<file path="config.mk">
export PLATFORM = sky130hd
export DESIGN_NAME = conv_display_scan_ctrl_flat
export DESIGN_NICKNAME = d
export VERILOG_FILES = /design/src/rtl/conv_display_scan_ctrl_if.sv /design/src/rtl/conv_display_scan_ctrl.sv /design/src/flat_wrapper.sv
export SDC_FILE = /design/constraint.sdc
export NUM_CORES = 1
export LEC_CHECK = 0
export ABC_AREA = 1
export BUFFER_PORTS_ARGS = -buffer_cell sky130_fd_sc_hd__buf_2
export CAP_MARGIN = 20
export CELL_PAD_IN_SITES_DETAIL_PLACEMENT = 0
export CELL_PAD_IN_SITES_GLOBAL_PLACEMENT = 1
export CORE_MARGIN = 1
export CORE_UTILIZATION = 36
export CTS_BUF_LIST = sky130_fd_sc_hd__clkbuf_16
export DETAILED_ROUTE_END_ITERATION = 7
export PLACE_DENSITY_LB_ADDON = 0.1
export SLEW_MARGIN = 40
export SYNTH_ARGS = -nofsm -noshare
export SYNTH_HDL_FRONTEND = slang
export SYNTH_SLANG_ARGS = --single-unit
</file>
<file path="constraint.sdc">
create_clock -name clk -period 2.1 [get_ports clk]
set_input_delay 0 -clock clk [delete_from_list [all_inputs] [get_ports clk]]
set_output_delay 0 -clock clk [all_outputs]
set_load 0.01 [all_outputs]
</file>
<file path="src/rtl/conv_display_scan_ctrl_if.sv">
// Value/mode handshake plus the shared segment/anode pins of the two-digit display.
interface conv_display_scan_ctrl_if;
    logic       val_valid;
    logic       val_ready;
    logic [3:0] val;
    logic [1:0] mode;
    logic [6:0] seg_n;
    logic [1:0] an_n;

    modport master (output val_valid, val, mode, input  val_ready, seg_n, an_n);
    modport slave  (input  val_valid, val, mode, output val_ready, seg_n, an_n);
endinterface

</file>
<file path="src/rtl/conv_display_scan_ctrl.sv">
// Two-digit 7-segment scan controller; new values commit only at frame boundaries. Optional macro: LZ_BLANK_EN.
// Latency: value shows from the first S_DIG0 after the next S_BLANK1; pins lag the scan state by one registered cycle.
// Backpressure: val_ready holds low from an accepted transfer until the next frame-boundary commit.
module conv_display_scan_ctrl #(
    parameter int REFRESH_DIV  = 50000,
    parameter int BLANK_CYCLES = 16
) (
    input logic                      clk,
    input logic                      rst,
    conv_display_scan_ctrl_if.slave  bus
);
    localparam int MAXN = (REFRESH_DIV > BLANK_CYCLES) ? REFRESH_DIV : BLANK_CYCLES;
    localparam int CW   = $clog2(MAXN);
    localparam logic [CW-1:0] DIG_LAST = CW'(REFRESH_DIV - 1);
    localparam logic [CW-1:0] BLK_LAST = CW'(BLANK_CYCLES - 1);
    localparam logic [6:0]    DASH     = 7'b0000001;

    typedef enum logic [1:0] {S_DIG0, S_BLANK0, S_DIG1, S_BLANK1} state_t;
    typedef struct packed {
        logic [1:0] mode;
        logic [3:0] val;
    } disp_t;

    state_t          state_q, state_d;
    logic [CW-1:0]   cnt_q, cnt_d;
    disp_t           shown_q, pend_q;
    logic            ready_q;
    logic [6:0]      seg_q, seg_d;
    logic [1:0]      an_q, an_d;
    logic            last, commit, take, dash;
    logic [3:0]      tens, ones;

    function automatic logic [6:0] glyph(input logic [3:0] d);
        case (d)
            4'h0: glyph = 7'b1111110;  4'h1: glyph = 7'b0110000;
            4'h2: glyph = 7'b1101101;  4'h3: glyph = 7'b1111001;
            4'h4: glyph = 7'b0110011;  4'h5: glyph = 7'b1011011;
            4'h6: glyph = 7'b1011111;  4'h7: glyph = 7'b1110000;
            4'h8: glyph = 7'b1111111;  4'h9: glyph = 7'b1111011;
            4'hA: glyph = 7'b1110111;  4'hB: glyph = 7'b0011111;
            4'hC: glyph = 7'b1001110;  4'hD: glyph = 7'b0111101;
            4'hE: glyph = 7'b1001111;  default: glyph = 7'b1000111;
        endcase
    endfunction

    assign take   = bus.val_valid && ready_q;
    assign commit = (state_q == S_BLANK1) && last;

    always_comb begin
        state_d = state_q;
        cnt_d   = cnt_q + 1'b1;
        last    = (state_q == S_DIG0 || state_q == S_DIG1) ? (cnt_q == DIG_LAST)
                                                           : (cnt_q == BLK_LAST);
        if (last) begin
            cnt_d = '0;
            case (state_q)
                S_DIG0:   state_d = S_BLANK0;
                S_BLANK0: state_d = S_DIG1;
                S_DIG1:   state_d = S_BLANK1;
                default:  state_d = S_DIG0;
            endcase
        end
    end

    // Digit split of the committed value; mode 3 renders a dash on both digits.
    always_comb begin
        tens = 4'd0;
        ones = shown_q.val;
        dash = 1'b0;
        case (shown_q.mode)
            2'd0: if (shown_q.val >= 4'd10) begin
                      tens = 4'd1;
                      ones = shown_q.val - 4'd10;
                  end
            2'd1: begin
                      tens = {3'b000, shown_q.val[3]};
                      ones = {1'b0, shown_q.val[2:0]};
                  end
            2'd2: ;
            default: dash = 1'b1;
        endcase
    end

    always_comb begin
        seg_d = 7'h7F;
        an_d  = 2'b11;
        case (state_q)
            S_DIG0: begin
                an_d  = 2'b10;
                seg_d = dash ? ~DASH : ~glyph(ones);
            end
            S_DIG1: begin
                an_d  = 2'b01;
                seg_d = dash ? ~DASH : ~glyph(tens);
`ifdef LZ_BLANK_EN
                if (!dash && tens == 4'd0) seg_d = 7'h7F;
`else
`endif
            end
            default: ;
        endcase
    end

    always_ff @(posedge clk) begin
        if (rst) begin
            state_q <= S_BLANK1;
            cnt_q   <= '0;
            shown_q <= '0;
            pend_q  <= '0;
            ready_q <= 1'b1;
            seg_q   <= 7'h7F;
            an_q    <= 2'b11;
        end else begin
            state_q <= state_d;
            cnt_q   <= cnt_d;
            seg_q   <= seg_d;
            an_q    <= an_d;
            // ready_q low means pend_q holds an uncommitted value.
            if (commit && !ready_q) begin
                shown_q <= pend_q;
                ready_q <= 1'b1;
            end
            if (take) begin
                pend_q  <= '{mode: bus.mode, val: bus.val};
                ready_q <= 1'b0;
            end
        end
    end

    assign bus.val_ready = ready_q;
    assign bus.seg_n     = seg_q;
    assign bus.an_n      = an_q;
endmodule

</file>
<file path="src/flat_wrapper.sv">
// flat-port wrapper written by rule: the top's interface ports become plain ports
module conv_display_scan_ctrl_flat 
#(
    parameter int REFRESH_DIV  = 50000,
    parameter int BLANK_CYCLES = 16
)
  (clk, rst, bus_val_valid, bus_val, bus_mode, bus_val_ready, bus_seg_n, bus_an_n);
  conv_display_scan_ctrl_if bus_i ();
  input logic clk;
  input logic rst;
  input wire logic [$bits(bus_i.val_valid)-1:0] bus_val_valid;
  input wire logic [$bits(bus_i.val)-1:0] bus_val;
  input wire logic [$bits(bus_i.mode)-1:0] bus_mode;
  output wire logic [$bits(bus_i.val_ready)-1:0] bus_val_ready;
  output wire logic [$bits(bus_i.seg_n)-1:0] bus_seg_n;
  output wire logic [$bits(bus_i.an_n)-1:0] bus_an_n;
  assign bus_i.val_valid = bus_val_valid;
  assign bus_i.val = bus_val;
  assign bus_i.mode = bus_mode;
  assign bus_val_ready = bus_i.val_ready;
  assign bus_seg_n = bus_i.seg_n;
  assign bus_an_n = bus_i.an_n;
  conv_display_scan_ctrl #(.REFRESH_DIV(REFRESH_DIV), .BLANK_CYCLES(BLANK_CYCLES)) u_core (.clk(clk), .rst(rst), .bus(bus_i));
endmodule
</file>
==> results of run 1 <==
[worst paths after layout]
kind | slack, ps | cells past startpoint | endpoint | startpoint
setup / recovery | 280 | 9 | u_core.bus.seg_n[6] | u_core.state_q[0]
hold / removal | 2 | 3 | u_core.state_q[1] | rst
setup reg to reg | 280 | 9 | u_core.bus.seg_n[6] | u_core.state_q[0]
hold reg to reg | 450 | 1 | u_core.cnt_q[0] | u_core.cnt_q[0]
[power by group]
group          switching [µW]  internal, µW  total (µW)
Sequential               8.24           774         783
Combinational            31.2          28.2        59.5
Clock                     274           427         701
Total                     313          1230        1540
[repair_timing]
item / in CTS / in global routing
hold buffers: 7 / 0
setup endpoints to repair: 0 / 4
gates resized for setup: 0 / 1
buffers inserted: 0 / 0
hold endpoints to repair: 7 / 0
[per-layer routing]
layer / track usage [%] / vias to the layer above
li1: - / 958
met5: 0 / -
met1: 21.5 / 751
met4: 6.23 / 0
met3: 3.57 / 7
met2: 22.6 / 28
[state kept, by name, summed over array words and instances, names as in the netlist]
| name | count |
|---|---|
| u_core.bus.an_n | 2 |
| u_core.bus.val_ready | 1 |
| u_core.pend_q | 6 |
| u_core.cnt_q | 16 |
| u_core.bus.seg_n | 7 |
| u_core.shown_q | 6 |
| u_core.state_q | 2 |
[layout by cell type (no fill, tap or decap), types with 5 or more instances in the layout]
cell / count
a21oi_1: 7
buf_2: 18
clkbuf_16: 5
dfxtp_1: 40
dlygate4sd3_1: 7
ha_1: 9
inv_1: 30
nand2_1: 70
nand2_2: 5
nand3_1: 13
nand4_1: 12
nor2_1: 48
nor3_1: 8
o21ai_0: 12
xor2_1: 7
[metrics by stage]
stage          hold WS, ps  utilization, %  worst slack, ps  cell area [µm²]
2_1_floorplan         99.7               -              612             2030
3_3_place_gp           234            41.5              174             2190
3_5_place_dp           222            41.5              197             2190
4_1_cts               1.07            45.4              174             2390
5_1_grt               25.2            45.4             70.1             2390
6_report              2.44            45.4              280             2390
[final cells by class]
type / count / share of cell area [%]
tap: 70 / 3.66
timing repair buffer: 28 / 7.63
sequential: 40 / 33.4
clock buffer: 5 / 5.22
multi-input combinational: 207 / 44.7
clock inverter: 3 / 0.470
inverter: 31 / 4.86
[worst max-delay path, delay by kind of cell, from the launching register on]
kind | cells | cell delay [ps]
DFF | 1 | 360
AOI/OAI and AO/OA | 1 | 190
buffers and inverters | 2 | 280
and+or+nand+nor | 5 | 560
adders and majority gates | 1 | 310
[cells by family after synthesis]
kind of cell             Yosys count  share of synthesized area [%]
adder cells (fa/ha/maj)           10                           6.17
XOR/XNOR                           7                           3.02
AND/OR/NAND/NOR                  166                           37.0
flip-flops                        40                           39.5
AO/OA/AOI/OAI                     24                           6.48
buffers and inverters             35                           7.78
==> results.json, run 1 <==
{
  "status": "finished, final reports clean",
  "cts_max_path_buffers": 2,
  "dr.first_iter.drc_count": 86,
  "area_growth_syn_to_layout_pct": 18.1,
  "gp_congestion": 0.822,
  "netlist_instances": 282,
  "fill_cells": 541,
  "cts.sinks": 40,
  "fin_skew_ps": 3.64,
  "max_freq_mhz": 549,
  "drt-met1-wl_um": 2330,
  "fin_total_pwr_uw": 1540,
  "rows": 26,
  "drive_gt1_share_pct": 14.0,
  "synth-seq-cells": 40,
  "powerDensity_nw_per_um2": 644,
  "dp.cells": 369,
  "ys_seq_area_share_pct": 39.5,
  "antenna_found_initial": 0,
  "relSlewSlack_pct": 70.7,
  "cts-root-buf": "clkbuf_16",
  "setup_viol": 0,
  "min_period_ps": 1820,
  "fin_nets": 332,
  "max-vdd-ir-drop_uv": 365,
  "synth_fp_nets": 301,
  "antenna_cells": 0,
  "route.detailed.drc": 0,
  "path_cells": "inv_1, ha_2, nor2_1, nor2_1, inv_1, nor2_1, nand2_1, o21ai_0, nand2_1",
  "cts_buffers": 5,
  "die_w_um": 77.0,
  "wirelength_um": 4130,
  "yosys.cell_count.top_type": "nand2_1",
  "multi_input_area_um2": 1070,
  "seqCellArea_um2": 801,
  "wl_per_cell_um": 10.8,
  "final-max-slew-violation-count": 0,
  "yosys.area.top_type": "dfxtp_1",
  "drtPass1Iterations": 4,
  "cp_max_fo": 7,
  "grt_pass1_wl_um": 7250,
  "cts_tree": "done",
  "die_h_um": 77.0,
  "crit_slowest_cell": "dfxtp_1",
  "crit_top_cell": "nor2_1",
  "hold_viol": 0,
  "grt_pass1_vias": 1598,
  "crit_required_ps": 2250,
  "p_leak_uw": 0.00105,
  "portBuffers": 18,
  "hpwl_um": 3050,
  "wl_met3_um": 124,
  "fin_cells": 384,
  "syn_avg_cell_area_um2": 7.19,
  "asyncSetResetFlopFracSynth_pct": 0,
  "dieArea_um2": 5930,
  "io_pins": 19,
  "drv_cap": 0,
  "worstSetupPathType": "flop to flop",
  "drtAntennaViolNets": 0,
  "maxUsedRoutingLayer": "met4",
  "grt_max_degree": 17,
  "crit_path_end_kind": "flop",
  "yosys-top-cells-count": "nand2_1 (70), nor2_1 (48), dfxtp_1 (40), inv_1 (28), nand3_1 (13)",
  "grt-ovfl-total": 0,
  "htreeDepth": 2,
  "grtUsageTotal_pct": 15.4,
  "netlist_top_cells_area": "dfxtp_1 (40%), nand2_1 (13%), nor2_1 (8.9%), ha_1 (6.2%), inv_1 (5.2%)",
  "max_slew.worst_pin.slew_ps": 435,
  "core_area_um2": 5270,
  "finalSetupTns_ps": 0,
  "syn_area_um2": 2030,
  "min_path_type": "input port to flop",
  "period_share_pct": 86.7,
  "synth_top_area_share_pct": 39.5,
  "cp_slowest_stage_delay_ps": 360,
  "arrival_ps": 1970,
  "synth_cell_types": 27,
  "synth-edff-count": 0,
  "start_kind": "flop",
  "viasPerCell": 4.54,
  "rsz0062_at_grt": "false",
  "num_vias": 1744,
  "start_util_pct": 38.5,
  "clk-insertion-delay-late_ps": 280,
  "synth_ff_type": "dfxtp_1",
  "routed-wl-met2_um": 1610,
  "clk_pin_slew_ps": 50,
  "ys.warnings.count": 0
}
No activity file was read; power rests on OpenSTA's default activity.
==> inputs of run 2 (changes only) <==
--- a/config.mk
+++ b/config.mk
@@ -10,6 +10,7 @@
 export CAP_MARGIN = 20
 export CELL_PAD_IN_SITES_DETAIL_PLACEMENT = 0
 export CELL_PAD_IN_SITES_GLOBAL_PLACEMENT = 1
+export CORE_ASPECT_RATIO = 1.2
 export CORE_MARGIN = 1
 export CORE_UTILIZATION = 36
 export CTS_BUF_LIST = sky130_fd_sc_hd__clkbuf_16
==> run 2 against run 1 <==
The run now ends with DRC, hold timing left. Register-to-register slack about the same. Clock skew shrank 1.1 ps. Final area shrank 0.16%. Sequential power is essentially flat. Power is 8.2% higher. Hold slack worse by 7.0 ps. Sequential share of layout area up 0.053 points. Combinational power shrank 1%. Worst setup slack improved by 5.3 ps.
==> results.json, run 2 (synthesized netlist as in run 1, its figures left out) <==
{
  "status": "complete, but fails checks",
  "violations": "DRC, hold timing",
  "reg2regPathDepth": 9,
  "p_leak_uw": 0.00105,
  "start_util_pct": 37.7,
  "dieArea_um2": 5940,
  "final_cell_mix": "nand2_1 (70), nor2_1 (48), dfxtp_1 (40), inv_1 (28), buf_2 (18)",
  "crit_top_cell": "nor2_1",
  "worstSetupPathType": "flop to flop",
  "regMostFlops": "u_core.cnt_q",
  "drtAntennaViolNets": 0,
  "rows": 29,
  "dp_slack_ps": 258,
  "viasPerCell": 4.72,
  "cp.depth": 9,
  "cts.sinks": 40,
  "cts-root-buf": "clkbuf_16",
  "core_area_um2": 5370,
  "multi_input_area_um2": 1070,
  "dr.first_iter.drc_count": 45,
  "min_period_ps": 1810,
  "largest_reg_flops": 16,
  "num_vias": 1767,
  "io_pins": 19,
  "drtPass1Iterations": 6,
  "clk_pin_slew_ps": 60,
  "fin_nets": 330,
  "max_slew.worst_pin.slew_ps": 444,
  "portBuffers": 18,
  "fin_hold_ws_ps": -4.54,
  "grt_max_degree": 17,
  "fin_total_pwr_uw": 1670,
  "wl_per_cell_um": 11.2,
  "crit_required_ps": 2250,
  "cts_setup_buffers": 0,
  "cp_slowest_stage_delay_ps": 350,
  "path_cells": "inv_1, ha_1, nor2_1, nor2_1, inv_1, nor2_1, nand2_1, o21ai_0, nand2_1",
  "setup_viol": 0,
  "powerDensity_nw_per_um2": 698,
  "min_path_cells": 3,
  "crit_path_end_kind": "flop",
  "postLayoutCoreUtil_pct": 44.5,
  "grtUsageTotal_pct": 16.0,
  "worst-path-buf-inv": 2,
  "fin_skew_ps": 2.52,
  "cp_max_fo": 7,
  "cts_buffers": 5,
  "max_freq_mhz": 551,
  "period_share_pct": 86.4,
  "final_common_cell": "nand2_1",
  "grt_pass1_vias": 1816,
  "cts_max_path_buffers": 2,
  "grt-ovfl-total": 0,
  "drive_gt1_share_pct": 13.8,
  "max-vdd-ir-drop_uv": 505,
  "arrival_ps": 1970,
  "crit_family": "simple AND/OR/NAND/NOR gates",
  "antenna_found_initial": 0,
  "min_path_type": "input port to flop",
  "area_growth_syn_to_layout_pct": 18.0,
  "gp_congestion": 0.813,
  "start_kind": "flop",
  "htreeDepth": 2,
  "hold_viol": 1,
  "hpwl_um": 3150,
  "cts_tree": "done",
  "clk-insertion-delay-late_ps": 280,
  "die_w_um": 70.5,
  "finalSetupTns_ps": 0,
  "crit_slowest_cell": "dfxtp_1",
  "grt_pass1_wl_um": 7620,
  "die_h_um": 84.2,
  "worst_slack_ps": 285,
  "relSlewSlack_pct": 70.1,
  "seqCellArea_um2": 801,
  "antenna_cells": 0,
  "final-max-slew-violation-count": 0,
  "rsz0062_at_grt": "false",
  "drv_cap": 0,
  "route.detailed.drc": 4,
  "wirelength_um": 4190,
  "fill_cells": 588
}
==> run 2: final timing paths <==
check	startpoint	endpoint	slack, ps
hold / removal	bus_mode[1]	u_core.pend_q[5]	-5
setup reg to reg	u_core.state_q[0]	u_core.bus.seg_n[2]	290
hold reg to reg	u_core.cnt_q[0]	u_core.cnt_q[0]	450
setup / recovery	u_core.state_q[0]	u_core.bus.seg_n[2]	290
==> run 2: power breakdown <==
part           switching [µW]  leakage (µW)  internal [µW]
Clock                     277     0.0000789            551
Combinational            31.5      0.000647           27.1
Sequential               8.34      0.000325            774
Total                     316       0.00105           1350
==> run 2: final cells by class <==
cell class                 count  area share [%]
clock inverter                 3            1.57
multi-input combinational    207            44.7
tap                           62            3.24
inverter                      31            4.87
timing repair buffer          26            6.91
sequential                    40            33.5
clock buffer                   5            5.23
==> run 2: stage by stage <==
| stage | hold slack, ps | instance area, µm² | instances |
|---|---|---|---|
| after floorplan | 99.7 | 2030 | 282 |
| after global placement | 215 | 2170 | 360 |
| after detailed placement | 223 | 2170 | 360 |
| after CTS | 5.21 | 2390 | 374 |
| after global routing | 28.9 | 2390 | 374 |
| final | -4.54 | 2390 | 374 |
==> run 2: routing by layer <==
| layer | routed length [µm] | up-vias | share of wire, % | global-route usage (%) |
|---|---|---|---|---|
| li1 | - | 962 | - | - |
| met1 | 1830 | 776 | 44 | 16.9 |
| met2 | 2160 | 20 | 51 | 30.1 |
| met3 | 114 | 9 | 2.7 | 3.36 |
| met4 | 93 | 0 | 2.2 | 7.24 |
| met5 | 0 | - | 0 | 0 |
==> run 2: worst min-delay path: cells and delay by family <==
kind | cells | cell delay, ps
buffers and inverters | 1 | 80
AOI/OAI and AO/OA | 1 | 80
and+or+nand+nor | 1 | 80
==> run 2: repair_timing <==
| action | CTS | global route |
|---|---|---|
| resized for setup | 0 | 0 |
| hold buffers | 6 | 0 |
| hold endpoints to repair | 6 | 0 |
